`config.mk`:
```
export PLATFORM = sky130hd
export DESIGN_NAME = ram_bist_ctrl
export DESIGN_NICKNAME = d
export VERILOG_FILES = /design/src/rtl/ram_bist_pkg.sv /design/src/rtl/ram_bist_cmp.sv /design/src/rtl/ram_bist_ctrl.sv
export SDC_FILE = /design/constraint.sdc
export NUM_CORES = 1
export LEC_CHECK = 0
export ABC_AREA = 1
export CORE_UTILIZATION = 54
export DETAILED_ROUTE_END_ITERATION = 10
export PLACE_DENSITY = 0.86
export SYNTH_ARGS = -nofsm -noshare
export SYNTH_HDL_FRONTEND = slang
export SYNTH_HIERARCHICAL = 1
export SYNTH_SLANG_ARGS = --single-unit
```
`constraint.sdc`:
```
create_clock -name clk -period 2.7 [get_ports clk]
set_input_delay 0.54 -clock clk [delete_from_list [all_inputs] [get_ports clk]]
set_output_delay 0.54 -clock clk [all_outputs]
set_load 0.02 [all_outputs]
```
`src/rtl/ram_bist_pkg.sv`:
```
// Shared types and defaults for the ram1 built-in self-test controller.
package ram_bist_pkg;

    localparam int DEF_ADDR_SIZE = 10;
    localparam int DEF_WORD_SIZE = 8;
    localparam int DEF_MEM_DEPTH = 1024;
    localparam int DEF_SEED      = 3;
    localparam int DEF_ERR_W     = 16;
    localparam int PAT_W         = 32;

    typedef enum logic [2:0] {
        IDLE,
        WR_PULSE,
        WR_GAP,
        RD,
        DONE
    } state_e;

    // Wide 2*addr+seed; callers keep only the low WORD_SIZE bits, which is the mod.
    function automatic logic [PAT_W-1:0] pattern(input logic [PAT_W-1:0] addr,
                                                 input logic [PAT_W-1:0] seed);
        return (addr << 1) + seed;
    endfunction

endpackage

```
`src/rtl/ram_bist_cmp.sv`:
```
// Read-back checker: registered mismatch count (saturating) and first failing address.
module ram_bist_cmp #(
    parameter int ADDR_SIZE = 10,
    parameter int WORD_SIZE = 8,
    parameter int ERR_W     = 16
) (
    input  logic                 clk,
    input  logic                 rst_n,
    input  logic                 clear_i,
    input  logic                 en_i,
    input  logic [ADDR_SIZE-1:0] addr_i,
    input  logic [WORD_SIZE-1:0] exp_i,
    input  logic [WORD_SIZE-1:0] act_i,
    output logic [ERR_W-1:0]     err_count_o,
    output logic [ADDR_SIZE-1:0] first_err_addr_o,
    output logic                 err_zero_d_o
);

    logic [ERR_W-1:0]     err_q, err_d;
    logic [ADDR_SIZE-1:0] ferr_q, ferr_d;
    logic                 miss;

    always_comb begin
        miss   = en_i && (act_i != exp_i);
        err_d  = err_q;
        ferr_d = ferr_q;
        if (clear_i) begin
            err_d  = '0;
            ferr_d = '0;
        end else if (miss) begin
            if (err_q == '0) ferr_d = addr_i;
            if (!(&err_q))   err_d  = err_q + ERR_W'(1);
        end
    end

    always_ff @(posedge clk or negedge rst_n) begin
        if (!rst_n) begin
            err_q  <= '0;
            ferr_q <= '0;
        end else begin
            err_q  <= err_d;
            ferr_q <= ferr_d;
        end
    end

    // Lets the controller register pass on the same edge as the last compare.
    assign err_zero_d_o     = (err_d == '0);
    assign err_count_o      = err_q;
    assign first_err_addr_o = ferr_q;

endmodule

```
`src/rtl/ram_bist_ctrl.sv`:
```
// Write-pattern / read-compare BIST sequencer driving the ram1 pins; all outputs registered.
module ram_bist_ctrl
    import ram_bist_pkg::*;
#(
    parameter int ADDR_SIZE = DEF_ADDR_SIZE,
    parameter int WORD_SIZE = DEF_WORD_SIZE,
    parameter int MEM_DEPTH = DEF_MEM_DEPTH,
    parameter int SEED      = DEF_SEED,
    parameter int ERR_W     = DEF_ERR_W
) (
    input  logic                 clk,
    input  logic                 rst_n,
    input  logic                 start,
    output logic [ADDR_SIZE-1:0] ram_addr,
    output logic [WORD_SIZE-1:0] ram_data_in,
    output logic                 ram_wr,
    output logic                 ram_cs,
    input  logic [WORD_SIZE-1:0] ram_data_out,
    output logic                 busy,
    output logic                 done,
    output logic                 pass,
    output logic [ERR_W-1:0]     err_count,
    output logic [ADDR_SIZE-1:0] first_err_addr
);

    localparam logic [ADDR_SIZE-1:0] LAST = ADDR_SIZE'(MEM_DEPTH - 1);

    state_e               state_q, state_d;
    logic [ADDR_SIZE-1:0] addr_q, addr_d;
    logic [ADDR_SIZE-1:0] ram_addr_q, ram_addr_d;
    logic [WORD_SIZE-1:0] ram_data_in_q, ram_data_in_d;
    logic                 ram_wr_q, ram_wr_d;
    logic                 ram_cs_q, ram_cs_d;
    logic                 busy_q, busy_d;
    logic                 done_q, done_d;
    logic                 pass_q, pass_d;
    logic                 start_acc, last, err_zero_d;
    logic [WORD_SIZE-1:0] rd_exp;

    always_comb begin
        state_d   = state_q;
        addr_d    = addr_q;
        start_acc = 1'b0;
        last      = (addr_q == LAST);
        case (state_q)
            IDLE, DONE: begin
                if (start) begin
                    state_d   = WR_PULSE;
                    addr_d    = '0;
                    start_acc = 1'b1;
                end
            end
            WR_PULSE: state_d = WR_GAP;
            WR_GAP: begin
                if (last) begin
                    state_d = RD;
                    addr_d  = '0;
                end else begin
                    state_d = WR_PULSE;
                    addr_d  = addr_q + ADDR_SIZE'(1);
                end
            end
            RD: begin
                if (last) state_d = DONE;
                else      addr_d  = addr_q + ADDR_SIZE'(1);
            end
            default: state_d = IDLE;
        endcase

        // Outputs are decoded from the next state so they appear in that state's cycle.
        ram_addr_d    = ram_addr_q;
        ram_data_in_d = ram_data_in_q;
        ram_wr_d      = 1'b0;
        ram_cs_d      = 1'b0;
        case (state_d)
            WR_PULSE: begin
                ram_wr_d      = 1'b1;
                ram_cs_d      = 1'b1;
                ram_addr_d    = addr_d;
                ram_data_in_d = WORD_SIZE'(pattern(PAT_W'(addr_d), PAT_W'(SEED)));
            end
            RD: begin
                ram_cs_d   = 1'b1;
                ram_addr_d = addr_d;
            end
            default: ;
        endcase

        busy_d = (state_d == WR_PULSE) || (state_d == WR_GAP) || (state_d == RD);
        done_d = (state_d == DONE);
        pass_d = pass_q;
        if (start_acc)                  pass_d = 1'b0;
        else if (state_q == RD && last) pass_d = err_zero_d;
    end

    always_ff @(posedge clk or negedge rst_n) begin
        if (!rst_n) begin
            state_q       <= IDLE;
            addr_q        <= '0;
            ram_addr_q    <= '0;
            ram_data_in_q <= '0;
            ram_wr_q      <= 1'b0;
            ram_cs_q      <= 1'b0;
            busy_q        <= 1'b0;
            done_q        <= 1'b0;
            pass_q        <= 1'b0;
        end else begin
            state_q       <= state_d;
            addr_q        <= addr_d;
            ram_addr_q    <= ram_addr_d;
            ram_data_in_q <= ram_data_in_d;
            ram_wr_q      <= ram_wr_d;
            ram_cs_q      <= ram_cs_d;
            busy_q        <= busy_d;
            done_q        <= done_d;
            pass_q        <= pass_d;
        end
    end

    assign rd_exp = WORD_SIZE'(pattern(PAT_W'(addr_q), PAT_W'(SEED)));

    ram_bist_cmp #(
        .ADDR_SIZE (ADDR_SIZE),
        .WORD_SIZE (WORD_SIZE),
        .ERR_W     (ERR_W)
    ) u_cmp (
        .clk              (clk),
        .rst_n            (rst_n),
        .clear_i          (start_acc),
        .en_i             (state_q == RD),
        .addr_i           (addr_q),
        .exp_i            (rd_exp),
        .act_i            (ram_data_out),
        .err_count_o      (err_count),
        .first_err_addr_o (first_err_addr),
        .err_zero_d_o     (err_zero_d)
    );

    assign ram_addr    = ram_addr_q;
    assign ram_data_in = ram_data_in_q;
    assign ram_wr      = ram_wr_q;
    assign ram_cs      = ram_cs_q;
    assign busy        = busy_q;
    assign done        = done_q;
    assign pass        = pass_q;

endmodule

```
# Word level (Yosys, flattened, before mapping)
# Index checks and enable logic that the tools add are counted.
# totals
register_bits,62
inputBits,11
# classes
n_mux,20
n_eq_ne,10
n_reduce_logical,14
addsub,4
# ops
operator,n
$mux 10,6
$mux 16,3
$logic_not 16->1,2
$pmux 10 s3,1
$add 16x1->16 const B,1
$add 8x2->8 const B,2
$reduce_and 16->1,1
$eq 3x2->1 const B,4
$pmux 3 s4,1
$add 10x1->10 const B,1
$eq 10x10->1 const B,1
$ne 8x8->1,1
$eq 3x1->1 const B,2
$eq 3x3->1 const B,2
$mux 1,6
$mux 3,2
$reduce_bool 2->1,3
$reduce_or 2->1,2
$logic_not 3->1,1
$logic_and 1x1->1,2
$logic_or 1x1->1,2
$mux 2,1
$reduce_and 2->1,1

# Depth between registers and ports, before layout
# Gate-level depths: netlist of the first run.
# logic_depth
word_depth,8
mapped_depth,21

# Hierarchy
# The synthesis of the first run kept the hierarchy.
# by_module_without_submodules
mod,n_inst,seq_area_each_um2,area_each_um2,cells_per_inst
ram_bist_cmp,1,650.6,2004.4,322
ram_bist_ctrl,1,900.9,1779.2,202

# Worst setup path after synthesis of the first run
# OpenSTA, ideal clock, no wires.
# synth_timing
path_kind,flip-flop to flip-flop
from,register addr_q[0]
to,register pass_q (netlist: pass)
synth_period_minus_slack_ps,2338
stages_incl_launch_ff,22
path_slack_ps,362
t_arrival_ps,2267
path_buffers,1
required_ps,2629
path_cell_list,dfrtp_1 ha_1 nand3_1 nor2_1 xor2_1 inv_1 nand2_1 nand2_1 inv_1 nand2_1 nor2_1 nand2_2 nand2_4 buf_6 nand2_1 nand3_1 nand2_1 nor2_1 nand2_1 nor2_1 o21ai_0 nor2_1
# synth_via
elab_chain_cells,8
# synth_lines
item,line_no,text
from (decl),ram_bist_ctrl.sv:29,"logic [ADDR_SIZE-1:0] addr_q, addr_d;"
from (signal assigned),ram_bist_ctrl.sv:109,addr_q <= addr_d;
$add 8x2->8,ram_bist_pkg.sv:22,return (addr << 1) + seed;
via rd_exp[7],ram_bist_ctrl.sv:38,logic [WORD_SIZE-1:0] rd_exp;
$ne 8x8->1,ram_bist_cmp.sv:24,miss = en_i && (act_i != exp_i);
$logic_and 1x1->1,ram_bist_cmp.sv:24,
$mux 16,ram_bist_cmp.sv:30,end else if (miss) begin
$mux 16,ram_bist_cmp.sv:27,if (clear_i) begin
$logic_not 16->1,ram_bist_cmp.sv:47,assign err_zero_d_o = (err_d == '0);
via err_zero_d,ram_bist_ctrl.sv:37,"logic start_acc, last, err_zero_d;"
$mux 1,ram_bist_ctrl.sv:93,else if (state_q == RD && last) pass_d = err_zero_d;
$mux 1,ram_bist_ctrl.sv:92,if (start_acc) pass_d = 1'b0;
to (signal assigned),ram_bist_ctrl.sv:116,pass_q <= pass_d;
to (decl),ram_bist_ctrl.sv:36,"logic pass_q, pass_d;"
# The timed path passes the listed nets, and every way through them passes these cells. The select of a mux whose other input is x is not followed.
# A chain may end at the register's enable or synchronous reset.

# Final worst setup path of the first run
# Ends and elaborated chain as after synthesis.

==> impl_results.html, run 1 <==
<table>
<tr><th>Metric</th><th>Value</th></tr>
<tr><th colspan="2">Flow run</th></tr>
<tr><td>Maximum Capacitance Violations</td><td>0</td></tr>
<tr><th colspan="2">Placed design</th></tr>
<tr><td>Dpl cells</td><td>696</td></tr>
<tr><td>Port Buffers</td><td>roughly 60</td></tr>
<tr><td>HPWL Detailed</td><td>7200 um</td></tr>
<tr><td>Global placement routability congestion</td><td>0.962</td></tr>
<tr><td>Area of placed instances</td><td>around 4600 um^2</td></tr>
<tr><th colspan="2">Yosys</th></tr>
<tr><td>Number of synthesis warnings</td><td>6</td></tr>
<tr><td>Adder-Cell Fraction of Synth Area</td><td>0.0165</td></tr>
<tr><td>Main combinational cell family by area after synthesis</td><td>simple AND/OR/NAND/NOR gates</td></tr>
<tr><td>Parity-gate share of the synthesized area counting xor and xnor cells</td><td>0.0255</td></tr>
<tr><td>Netlist cell types</td><td>40</td></tr>
<tr><td>Synthesized cell area</td><td>between 3000 and 4000 um^2</td></tr>
<tr><td>Post-synthesis sequential element count</td><td>62</td></tr>
<tr><td>Post-Synthesis Mean Instance Area</td><td>between 7 and 8 um^2</td></tr>
<tr><td>Proportion of synthesized chip area in sequential cells</td><td>0.410</td></tr>
<tr><td>Post-synthesis mux area share</td><td>0</td></tr>
<tr><td>Post-synthesis cell count</td><td>524</td></tr>
<tr><td>Compound-cell area share of the yosys netlist</td><td>0.0437</td></tr>
<tr><td>Share of synthesized cell area in and, or, nand and nor gates</td><td>0.409</td></tr>
<tr><th colspan="2">Power and ir drop</th></tr>
<tr><td>Cell leakage power</td><td>~2.6 nW</td></tr>
<tr><td>Worst ir drop on vdd</td><td>731 uV</td></tr>
<tr><td>Power density relative to cell area</td><td>1170 nW/um^2</td></tr>
<tr><th colspan="2">Floorplanning</th></tr>
<tr><td>Overall die height</td><td>85.7 um</td></tr>
<tr><td>DIE AREA</td><td>7350 um^2</td></tr>
<tr><td>Horizontal die dimension</td><td>85.7 um</td></tr>
<tr><td>Number of cell rows</td><td>30</td></tr>
<tr><td>Starting density of the core</td><td>0.557</td></tr>
<tr><td>Core Area</td><td>6790 um^2</td></tr>
<tr><td>Ports placed on the boundary</td><td>60</td></tr>
<tr><th colspan="2">Setup path</th></tr>
<tr><td>Type of destination of the critical path</td><td>flop</td></tr>
<tr><td>Required time reported for the critical path endpoint</td><td>~3.0 ns</td></tr>
<tr><td>Capturing point of the worst reg2reg path</td><td>pass$_DFFE_PN0P_</td></tr>
<tr><td>Crit path launch type</td><td>flop</td></tr>
<tr><td>Largest fanout of any net on the critical path</td><td>8</td></tr>
<tr><td>Reg2Reg Depth</td><td>22</td></tr>
<tr><td>Reg-to-reg startpoint</td><td>addr_q[0]$_DFF_PN0_</td></tr>
<tr><td>Kind of critical path</td><td>flop to flop</td></tr>
<tr><td>Register-to-register path setup slack</td><td>approximately 0.091 ns</td></tr>
<tr><td>Data arrival time of the critical path</td><td>2.89 ns</td></tr>
<tr><th colspan="2">STA</th></tr>
<tr><td>Unrepaired setup endpoints after global routing</td><td>yes</td></tr>
<tr><td>Final period utilization</td><td>0.966</td></tr>
<tr><td>Count of final setup violators</td><td>0</td></tr>
<tr><td>Worst relative slew slack</td><td>0.543</td></tr>
<tr><td>Min Tclk post-route</td><td>~2.6 ns</td></tr>
<tr><td>Worst hold slack</td><td>0.229 ns</td></tr>
<tr><td>Hold Fails Final Rpt</td><td>0</td></tr>
<tr><td>Transition at the pin with the smallest max-transition slack</td><td>0.685 ns</td></tr>
<tr><td>Worst Clk Skew</td><td>0.00724 ns</td></tr>
<tr><td>Total negative setup slack</td><td>0 ns</td></tr>
<tr><td>Max Transition Viols Final</td><td>0</td></tr>
<tr><td>Max Clk Rate</td><td>~380 MHz</td></tr>
<tr><th colspan="2">Clocking</th></tr>
<tr><td>Worst skew pair latency</td><td>0.35 ns</td></tr>
<tr><td>Clock tree from TritonCTS</td><td>done</td></tr>
<tr><td>Clock tree sinks</td><td>between 60 and 70</td></tr>
<tr><td>Root buf cell</td><td>sky130_fd_sc_hd__clkbuf_8</td></tr>
<tr><td>TritonCTS Buffers</td><td>9</td></tr>
<tr><td>Number of H-tree branching levels</td><td>3</td></tr>
<tr><td>Clock slew at the register clock pins of the worst setup and hold paths</td><td>approximately 0.080 ns</td></tr>
<tr><td>Maximum number of buffers from clock root to sink</td><td>2</td></tr>
<tr><th colspan="2">Final layout</th></tr>
<tr><td>Number of nets in the layout</td><td>629</td></tr>
<tr><td>Total of fill cells in the finished design</td><td>517</td></tr>
<tr><td>Antenna Cells</td><td>0</td></tr>
<tr><td>Post-route cell area</td><td>approximately 5000 um^2</td></tr>
<tr><td>Share of cells above drive strength 1</td><td>0.194</td></tr>
<tr><td>Final std cells w/o fill</td><td>between 700 and 800</td></tr>
<tr><td>Area overhead of the layout relative to synthesis</td><td>32.8%</td></tr>
<tr><td>Core utilization of the finished layout</td><td>0.739</td></tr>
<tr><th colspan="2">Routing</th></tr>
<tr><td>DRC violation total after the first TritonRoute iteration</td><td>276</td></tr>
<tr><td>Total routed wirelength</td><td>10,100 um</td></tr>
<tr><td>Routed via count</td><td>3,869</td></tr>
<tr><td>Post-detailed-route count of antenna-violating nets</td><td>0</td></tr>
<tr><td>Via/cell ratio</td><td>5.42</td></tr>
<tr><td>DRT Pass-1 Iters</td><td>5</td></tr>
<tr><td># DRC</td><td>0</td></tr>
<tr><td>WL per Instance</td><td>about 14 um</td></tr>
<tr><th colspan="2">GRT</th></tr>
<tr><td>Global-route total usage across every layer</td><td>0.296</td></tr>
<tr><td>Number of global-route vias before repair</td><td>3,640</td></tr>
<tr><td>Global-route wire length before repair</td><td>16,800 um</td></tr>
<tr><td>Pin count of the biggest net entering global routing</td><td>36</td></tr>
<tr><td>Number of antenna violations at the first check in global routing</td><td>0</td></tr>
<tr><td>Overflow after GRT</td><td>0</td></tr>
<tr><th colspan="2">Hold path</th></tr>
<tr><td>Worst Hold Class</td><td>input pin to async pin</td></tr>
<tr><th colspan="2">Outcome</th></tr>
<tr><td>Result of the run</td><td>finished, final reports clean</td></tr>
</table>
[worst max-delay path: stages (launching register included)]
cell	delay, ns
sky130_fd_sc_hd__dfrtp_1	0.40
sky130_fd_sc_hd__buf_4	0.17
sky130_fd_sc_hd__nand3_2	0.11
sky130_fd_sc_hd__nor2_1	0.12
sky130_fd_sc_hd__nor2_1	0.07
sky130_fd_sc_hd__nor2_2	0.15
sky130_fd_sc_hd__inv_1	0.07
sky130_fd_sc_hd__nand2_1	0.06
sky130_fd_sc_hd__nand2_1	0.08
sky130_fd_sc_hd__buf_4	0.14
sky130_fd_sc_hd__inv_2	0.03
sky130_fd_sc_hd__nand2_1	0.04
sky130_fd_sc_hd__nor2_1	0.11
sky130_fd_sc_hd__nand2_2	0.15
sky130_fd_sc_hd__nand2_4	0.18
sky130_fd_sc_hd__nand2_2	0.07
sky130_fd_sc_hd__nand3_2	0.08
sky130_fd_sc_hd__nand2_1	0.06
sky130_fd_sc_hd__nor2_1	0.13
sky130_fd_sc_hd__nand2_1	0.08
sky130_fd_sc_hd__nor2_1	0.10
sky130_fd_sc_hd__o21ai_1	0.06
sky130_fd_sc_hd__nor2_1	0.10
[cell families after synthesis]
| family | Yosys count |
|---|---|
| fa+ha+maj | 5 |
| flops | 62 |
| simple gates | 330 |
| xor+xnor | 11 |
| other cells | 1 |
| compound gates | 27 |
| buf+inv | 88 |
[synth_stat cells (all sizes together)]
master	n	area share
xor2	6	0.014
o211ai	2	0.0040
a31o	1	0.0023
or2	1	0.0017
a31oi	2	0.0033
buf	4	0.0089
o311ai	1	0.0023
o31ai	1	0.0020
xnor2	5	0.012
clkbuf	3	0.0030
a21oi	10	0.013
o21ai	8	0.013
nor4	3	0.0050
o21bai	1	0.0020
inv	79	0.080
nand2	185	0.20
and2	2	0.0033
clkinv	2	0.0020
nor2	57	0.075
dfrtp	62	0.41
ha	5	0.017
nand3	70	0.10
nand4	10	0.017
o21a	1	0.0020
conb	1	0.00099
nor3	2	0.0026
[per-stage QoR]
step	setup slack (ns)	total power, mW
CTS	0.0110	5.67
global route	-0.0993	6.27
floorplan	0.362	3.54
global placement	-0.105	4.60
detailed placement	-0.224	4.68
finish	0.0906	5.85
[repair_timing]
action	4_1_cts	5_1_grt
pin swaps	1	18
cloned	1	0
hold buffers	0	0
endpoints found under the setup margin	11	12
resized for setup	4	35
buffers inserted	0	1
[metal layers]
| layer | part of all wire | GRT usage | routed length, um | up-vias |
|---|---|---|---|---|
| li1 | - | - | - | 1827 |
| met1 | 0.39 | 0.346 | 3920 | 1808 |
| met2 | 0.52 | 0.516 | 5240 | 197 |
| met3 | 0.062 | 0.0568 | 628 | 37 |
| met4 | 0.034 | 0.153 | 342 | 0 |
| met5 | 0 | 0 | 0 | - |
[worst max path at each step]
stage | cells past startpoint | start | slack, ns | endpoint
after floorplan | 21 | addr_q[0]$_DFF_PN0_ | 0.36 | pass$_DFFE_PN0P_
after CTS | 21 | addr_q[0]$_DFF_PN0_ | 0.01 | pass$_DFFE_PN0P_
after global routing | 22 | addr_q[0]$_DFF_PN0_ | -0.1 | pass$_DFFE_PN0P_
after detailed placement | 14 | addr_q[0]$_DFF_PN0_ | -0.22 | u_cmp/first_err_addr_o[7]$_DFFE_PN0P_
after global placement | 18 | addr_q[1]$_DFF_PN0_ | -0.11 | pass$_DFFE_PN0P_
final | 22 | addr_q[0]$_DFF_PN0_ | 0.09 | pass$_DFFE_PN0P_
[state kept, by name (all words and copies together) (netlist names)]
register                count
u_cmp/err_count_o          16
addr_q                     10
ram_addr                   10
u_cmp/first_err_addr_o     10
ram_data_in                 8
state_q                     3
busy                        1
done                        1
pass                        1
ram_cs                      1
ram_wr                      1
[placed cells by master (no fill, tap or decap), types with 2 or more instances in the layout]
cell type,count
sky130_fd_sc_hd__nand2_1,156
sky130_fd_sc_hd__inv_1,68
sky130_fd_sc_hd__dfrtp_1,62
sky130_fd_sc_hd__clkdlybuf4s50_1,58
sky130_fd_sc_hd__nand3_1,52
sky130_fd_sc_hd__nor2_1,43
sky130_fd_sc_hd__nand2_2,25
sky130_fd_sc_hd__buf_4,21
sky130_fd_sc_hd__nand3_2,16
sky130_fd_sc_hd__a21oi_1,10
sky130_fd_sc_hd__nand4_1,10
sky130_fd_sc_hd__clkbuf_8,9
sky130_fd_sc_hd__inv_2,8
sky130_fd_sc_hd__nor2_2,7
sky130_fd_sc_hd__nor2_4,5
sky130_fd_sc_hd__xor2_1,5
sky130_fd_sc_hd__xnor2_1,5
sky130_fd_sc_hd__nand2_4,4
sky130_fd_sc_hd__o21ai_0,4
sky130_fd_sc_hd__inv_4,3
sky130_fd_sc_hd__ha_1,3
sky130_fd_sc_hd__conb_1,3
sky130_fd_sc_hd__nor4_1,3
sky130_fd_sc_hd__nand3_4,2
sky130_fd_sc_hd__o21ai_1,2
sky130_fd_sc_hd__o211ai_1,2
sky130_fd_sc_hd__nor2_8,2
sky130_fd_sc_hd__and2_1,2
sky130_fd_sc_hd__a31oi_1,2
sky130_fd_sc_hd__o21ai_2,2
sky130_fd_sc_hd__inv_6,2
sky130_fd_sc_hd__bufinv_16,2
sky130_fd_sc_hd__clkinv_1,2
[power by group]
part | total (mW) | internal [mW] | switching (mW)
clock network | 0.937 | 0.533 | 0.403
registers | 1.65 | 1.26 | 0.388
logic | 3.26 | 1.31 | 1.96
[area by class of cell]
type	count	area (um^2)	area share
Clock buffer	9	124	0.0247
Clock inverter	7	105	0.0209
Multi-Input combinational cell	377	2040	0.405
Inverter	81	312	0.0620
Sequential cell	62	1550	0.309
Timing Repair Buffer	82	774	0.154
Tap cell	96	120	0.0239
Note: power is estimated with default switching activity, not from simulation.
==> run 2: changes to the inputs <==
- HOLD_SLACK_MARGIN: default -> 0.1
- PLACE_DENSITY: 0.86 -> 0.82
==> run 2 against run 1 <==
  * Hold slack better by 0.12 ns
  * Sequential share of layout area down 0.29 points
  * Clock power down 19%
  * Largest power group unchanged
  * Worst setup slack worse by 0.031 ns
  * Critical endpoint unchanged
  * First-iteration DRC count down 5.1%
==> impl_results.html, run 2 (synthesis results as in run 1) <==
<table>
<tr><th>Metric</th><th>Value</th></tr>
<tr><th colspan="2">Placed design</th></tr>
<tr><td>Global placement routability congestion</td><td>~0.94</td></tr>
<tr><td>Post-Place Worst Slack</td><td>-0.282 ns</td></tr>
<tr><td>HPWL Detailed</td><td>7110 um</td></tr>
<tr><td>Port Buffers</td><td>59</td></tr>
<tr><td>Dpl cells</td><td>between 600 and 700</td></tr>
<tr><th colspan="2">Setup path</th></tr>
<tr><td>Data arrival time of the critical path</td><td>2.88 ns</td></tr>
<tr><td>Reg2Reg Depth</td><td>20</td></tr>
<tr><td>Crit path launch type</td><td>flop</td></tr>
<tr><td>Reg-to-reg startpoint</td><td>addr_q[1]$_DFF_PN0_</td></tr>
<tr><td>Delay contributed by the slowest stage of the critical path</td><td>0.41 ns</td></tr>
<tr><td>Register-to-register path setup slack</td><td>0.06 ns</td></tr>
<tr><td>Largest fanout of any net on the critical path</td><td>13</td></tr>
<tr><td>Required time reported for the critical path endpoint</td><td>2.94 ns</td></tr>
<tr><td>Capturing point of the worst reg2reg path</td><td>pass$_DFFE_PN0P_</td></tr>
<tr><td>First element of the critical path</td><td>addr_q[1]$_DFF_PN0_</td></tr>
<tr><td>Type of destination of the critical path</td><td>flop</td></tr>
<tr><td>Most used cell, CP</td><td>sky130_fd_sc_hd__nand2_1</td></tr>
<tr><td>CP Capture Point</td><td>pass$_DFFE_PN0P_</td></tr>
<tr><td>Worst-path cell chain</td><td>ha_4 -&gt; nand3_4 -&gt; buf_4 -&gt; xnor2_1 -&gt; inv_1 -&gt; nand2_1 -&gt; nand2_1 -&gt; nor2_1 -&gt; nand2_1 -&gt; nor2_2 -&gt; nor2_4 -&gt; buf_12 -&gt; nand2_1 -&gt; nand3_2 -&gt; nand2_1 -&gt; nor2_1 -&gt; nand2_1 -&gt; nor2_1 -&gt; o21ai_1 -&gt; nor2_1</td></tr>
<tr><td>Kind of critical path</td><td>flop to flop</td></tr>
<tr><td>CP max-delay cell</td><td>sky130_fd_sc_hd__dfrtp_1</td></tr>
<tr><th colspan="2">Floorplanning</th></tr>
<tr><td>Overall die height</td><td>85.7 um</td></tr>
<tr><td>Starting density of the core</td><td>0.557</td></tr>
<tr><td>Horizontal die dimension</td><td>85.7 um</td></tr>
<tr><td>Core Area</td><td>6790 um^2</td></tr>
<tr><td>DIE AREA</td><td>between 7000 and 8000 um^2</td></tr>
<tr><td>Number of cell rows</td><td>30</td></tr>
<tr><td>Ports placed on the boundary</td><td>60</td></tr>
<tr><th colspan="2">Power and ir drop</th></tr>
<tr><td>Combinational share of power</td><td>0.581</td></tr>
<tr><td>Sw Pwr</td><td>2.78 mW</td></tr>
<tr><td>Switching power share of the total</td><td>0.481</td></tr>
<tr><td>Int Power</td><td>3.00 mW</td></tr>
<tr><td>PnR Total Power</td><td>approximately 5.8 mW</td></tr>
<tr><td>Clock group share of total power</td><td>0.131</td></tr>
<tr><td>Worst ir drop on vdd</td><td>between 500 and 600 uV</td></tr>
<tr><td>Power density relative to cell area</td><td>between 1000 and 1500 nW/um^2</td></tr>
<tr><td>Sequential cell fraction of total power</td><td>0.287</td></tr>
<tr><td>Cell leakage power</td><td>2.64 nW</td></tr>
<tr><th colspan="2">Routing</th></tr>
<tr><td>Via/cell ratio</td><td>5.38</td></tr>
<tr><td>WL per Instance</td><td>14.6 um</td></tr>
<tr><td># DRC</td><td>0</td></tr>
<tr><td>Routed via count</td><td>3,873</td></tr>
<tr><td>DRT Pass-1 Iters</td><td>6</td></tr>
<tr><td>DRC violation total after the first TritonRoute iteration</td><td>262</td></tr>
<tr><td>Total routed wirelength</td><td>10,500 um</td></tr>
<tr><td>Post-detailed-route count of antenna-violating nets</td><td>0</td></tr>
<tr><th colspan="2">GRT</th></tr>
<tr><td>Global-route wire length before repair</td><td>16,300 um</td></tr>
<tr><td>Global-route total usage across every layer</td><td>0.285</td></tr>
<tr><td>Number of global-route vias before repair</td><td>between 3,000 and 4,000</td></tr>
<tr><td>Overflow after GRT</td><td>0</td></tr>
<tr><td>Number of antenna violations at the first check in global routing</td><td>0</td></tr>
<tr><td>Pin count of the biggest net entering global routing</td><td>63</td></tr>
<tr><th colspan="2">Final layout</th></tr>
<tr><td>Flip-flop count of the largest register after layout</td><td>16</td></tr>
<tr><td>Share of cells above drive strength 1</td><td>0.202</td></tr>
<tr><td>Leading cell type in the layout, fill and taps excluded</td><td>sky130_fd_sc_hd__nand2_1</td></tr>
<tr><td>Final std cells w/o fill</td><td>720</td></tr>
<tr><td>Area overhead of the layout relative to synthesis</td><td>34.2%</td></tr>
<tr><td>Most used cells in the layout excluding fill and tap cells</td><td>sky130_fd_sc_hd__nand2_1, sky130_fd_sc_hd__inv_1, sky130_fd_sc_hd__dfrtp_1, sky130_fd_sc_hd__clkdlybuf4s50_1, sky130_fd_sc_hd__nand3_1</td></tr>
<tr><td>Antenna Cells</td><td>0</td></tr>
<tr><td>Number of nets in the layout</td><td>635</td></tr>
<tr><td>Core utilization of the finished layout</td><td>0.748</td></tr>
<tr><th colspan="2">Flow run</th></tr>
<tr><td>Maximum Capacitance Violations</td><td>0</td></tr>
<tr><th colspan="2">STA</th></tr>
<tr><td>Transition at the pin with the smallest max-transition slack</td><td>0.785 ns</td></tr>
<tr><td>Max Clk Rate</td><td>379 MHz</td></tr>
<tr><td>Max Transition Viols Final</td><td>0</td></tr>
<tr><td>Hold Fails Final Rpt</td><td>0</td></tr>
<tr><td>Fin worst setup slack</td><td>about 0.060 ns</td></tr>
<tr><td>Worst relative slew slack</td><td>0.477</td></tr>
<tr><td>Final period utilization</td><td>0.978</td></tr>
<tr><td>Min Tclk post-route</td><td>2.64 ns</td></tr>
<tr><td>Worst Clk Skew</td><td>0.0101 ns</td></tr>
<tr><td>Count of final setup violators</td><td>0</td></tr>
<tr><th colspan="2">Clocking</th></tr>
<tr><td>Clock slew at the register clock pins of the worst setup and hold paths</td><td>0.07 ns</td></tr>
<tr><td>Maximum number of buffers from clock root to sink</td><td>2</td></tr>
<tr><td>Clock tree sinks</td><td>62</td></tr>
<tr><td>Clock tree from TritonCTS</td><td>done</td></tr>
<tr><td>Root buf cell</td><td>sky130_fd_sc_hd__clkbuf_8</td></tr>
<tr><td>TritonCTS Buffers</td><td>9</td></tr>
<tr><td>Number of H-tree branching levels</td><td>3</td></tr>
<tr><td>Total of hold buffers inserted after clock tree synthesis</td><td>0</td></tr>
<tr><td>Worst skew pair latency</td><td>0.35 ns</td></tr>
<tr><th colspan="2">Hold path</th></tr>
<tr><td>Worst Hold Class</td><td>input pin to async pin</td></tr>
<tr><th colspan="2">Outcome</th></tr>
<tr><td>Result of the run</td><td>finished, final reports clean</td></tr>
</table>
run 2: cell types whose count changed in the layout (fill, tap and decap cells not counted), moves of 3 or more:
cell                      previous run  this run
sky130_fd_sc_hd__nand3_2            16        13
sky130_fd_sc_hd__nand2_2            25        18
sky130_fd_sc_hd__buf_4              21        24
sky130_fd_sc_hd__nand2_1           156       161
sky130_fd_sc_hd__nor2_1             43        39
sky130_fd_sc_hd__nor2_2              7        11
run 2: power groups by stage:
stage | combinational, mW | sequential, mW | clock [mW]
2_1_floorplan | 1.64 | 1.90 | 0
3_3_place_gp | 2.94 | 1.64 | 0
3_5_place_dp | 3.00 | 1.65 | 0
4_1_cts | 3.04 | 1.63 | 0.771
5_1_grt | 3.66 | 1.71 | 0.811
6_report | 3.36 | 1.66 | 0.760
run 2: layout make-up:
cell class | count | area [um^2]
timing repair buffer | 88 | 840
sequential | 62 | 1550
tap | 96 | 120
clock inverter | 6 | 43.8
inverter | 81 | 312
clock buffer | 10 | 138
multi-input combinational | 377 | 2070
fill | 508 | 1720
run 2: worst max-delay path, delay by kind of cell (launching register included):
kind | cells | cell delay, ns
AO/OA/AOI/OAI | 1 | 0.11
flip-flops | 1 | 0.41
XOR/XNOR | 1 | 0.25
buffers and inverters | 3 | 0.37
AND/OR/NAND/NOR | 14 | 1.22
adder cells (fa/ha/maj) | 1 | 0.18
run 2: through the flow:
stage	cell area (um^2)	hold slack [ns]	setup TNS, ns
2_1_floorplan	3790	0.244	0
3_3_place_gp	4590	0.450	-0.557
3_5_place_dp	4590	0.458	-2.27
4_1_cts	4790	0.374	0
5_1_grt	5080	0.418	-0.282
6_report	5080	0.344	0
run 2: worst min-delay path by stage:
stage | end | slack, ns
6_report | u_cmp/err_count_o[3]$_DFF_PN0_ | 0.34
5_1_grt | u_cmp/err_count_o[4]$_DFF_PN0_ | 0.42
4_1_cts | u_cmp/err_count_o[3]$_DFF_PN0_ | 0.37
3_5_place_dp | ram_data_in[0]$_DFFE_PN0P_ | 0.46
3_3_place_gp | ram_data_in[0]$_DFFE_PN0P_ | 0.45
2_1_floorplan | addr_q[0]$_DFF_PN0_ | 0.24
run 2: routing by layer:
| layer | track usage | up-vias | share of wire |
|---|---|---|---|
| met3 | 0.0414 | 39 | 0.058 |
| met2 | 0.517 | 185 | 0.52 |
| met4 | 0.147 | 0 | 0.038 |
| met5 | 0 | - | 0 |
| li1 | - | 1828 | - |
| met1 | 0.325 | 1821 | 0.38 |
run 2: repair_timing:
action                                  4_1_cts  5_1_grt
endpoints found under the setup margin       11       11
setup buffers                                 0       12
gates resized for setup                       4       42
cloned                                        1        0
pin swaps                                     1       24
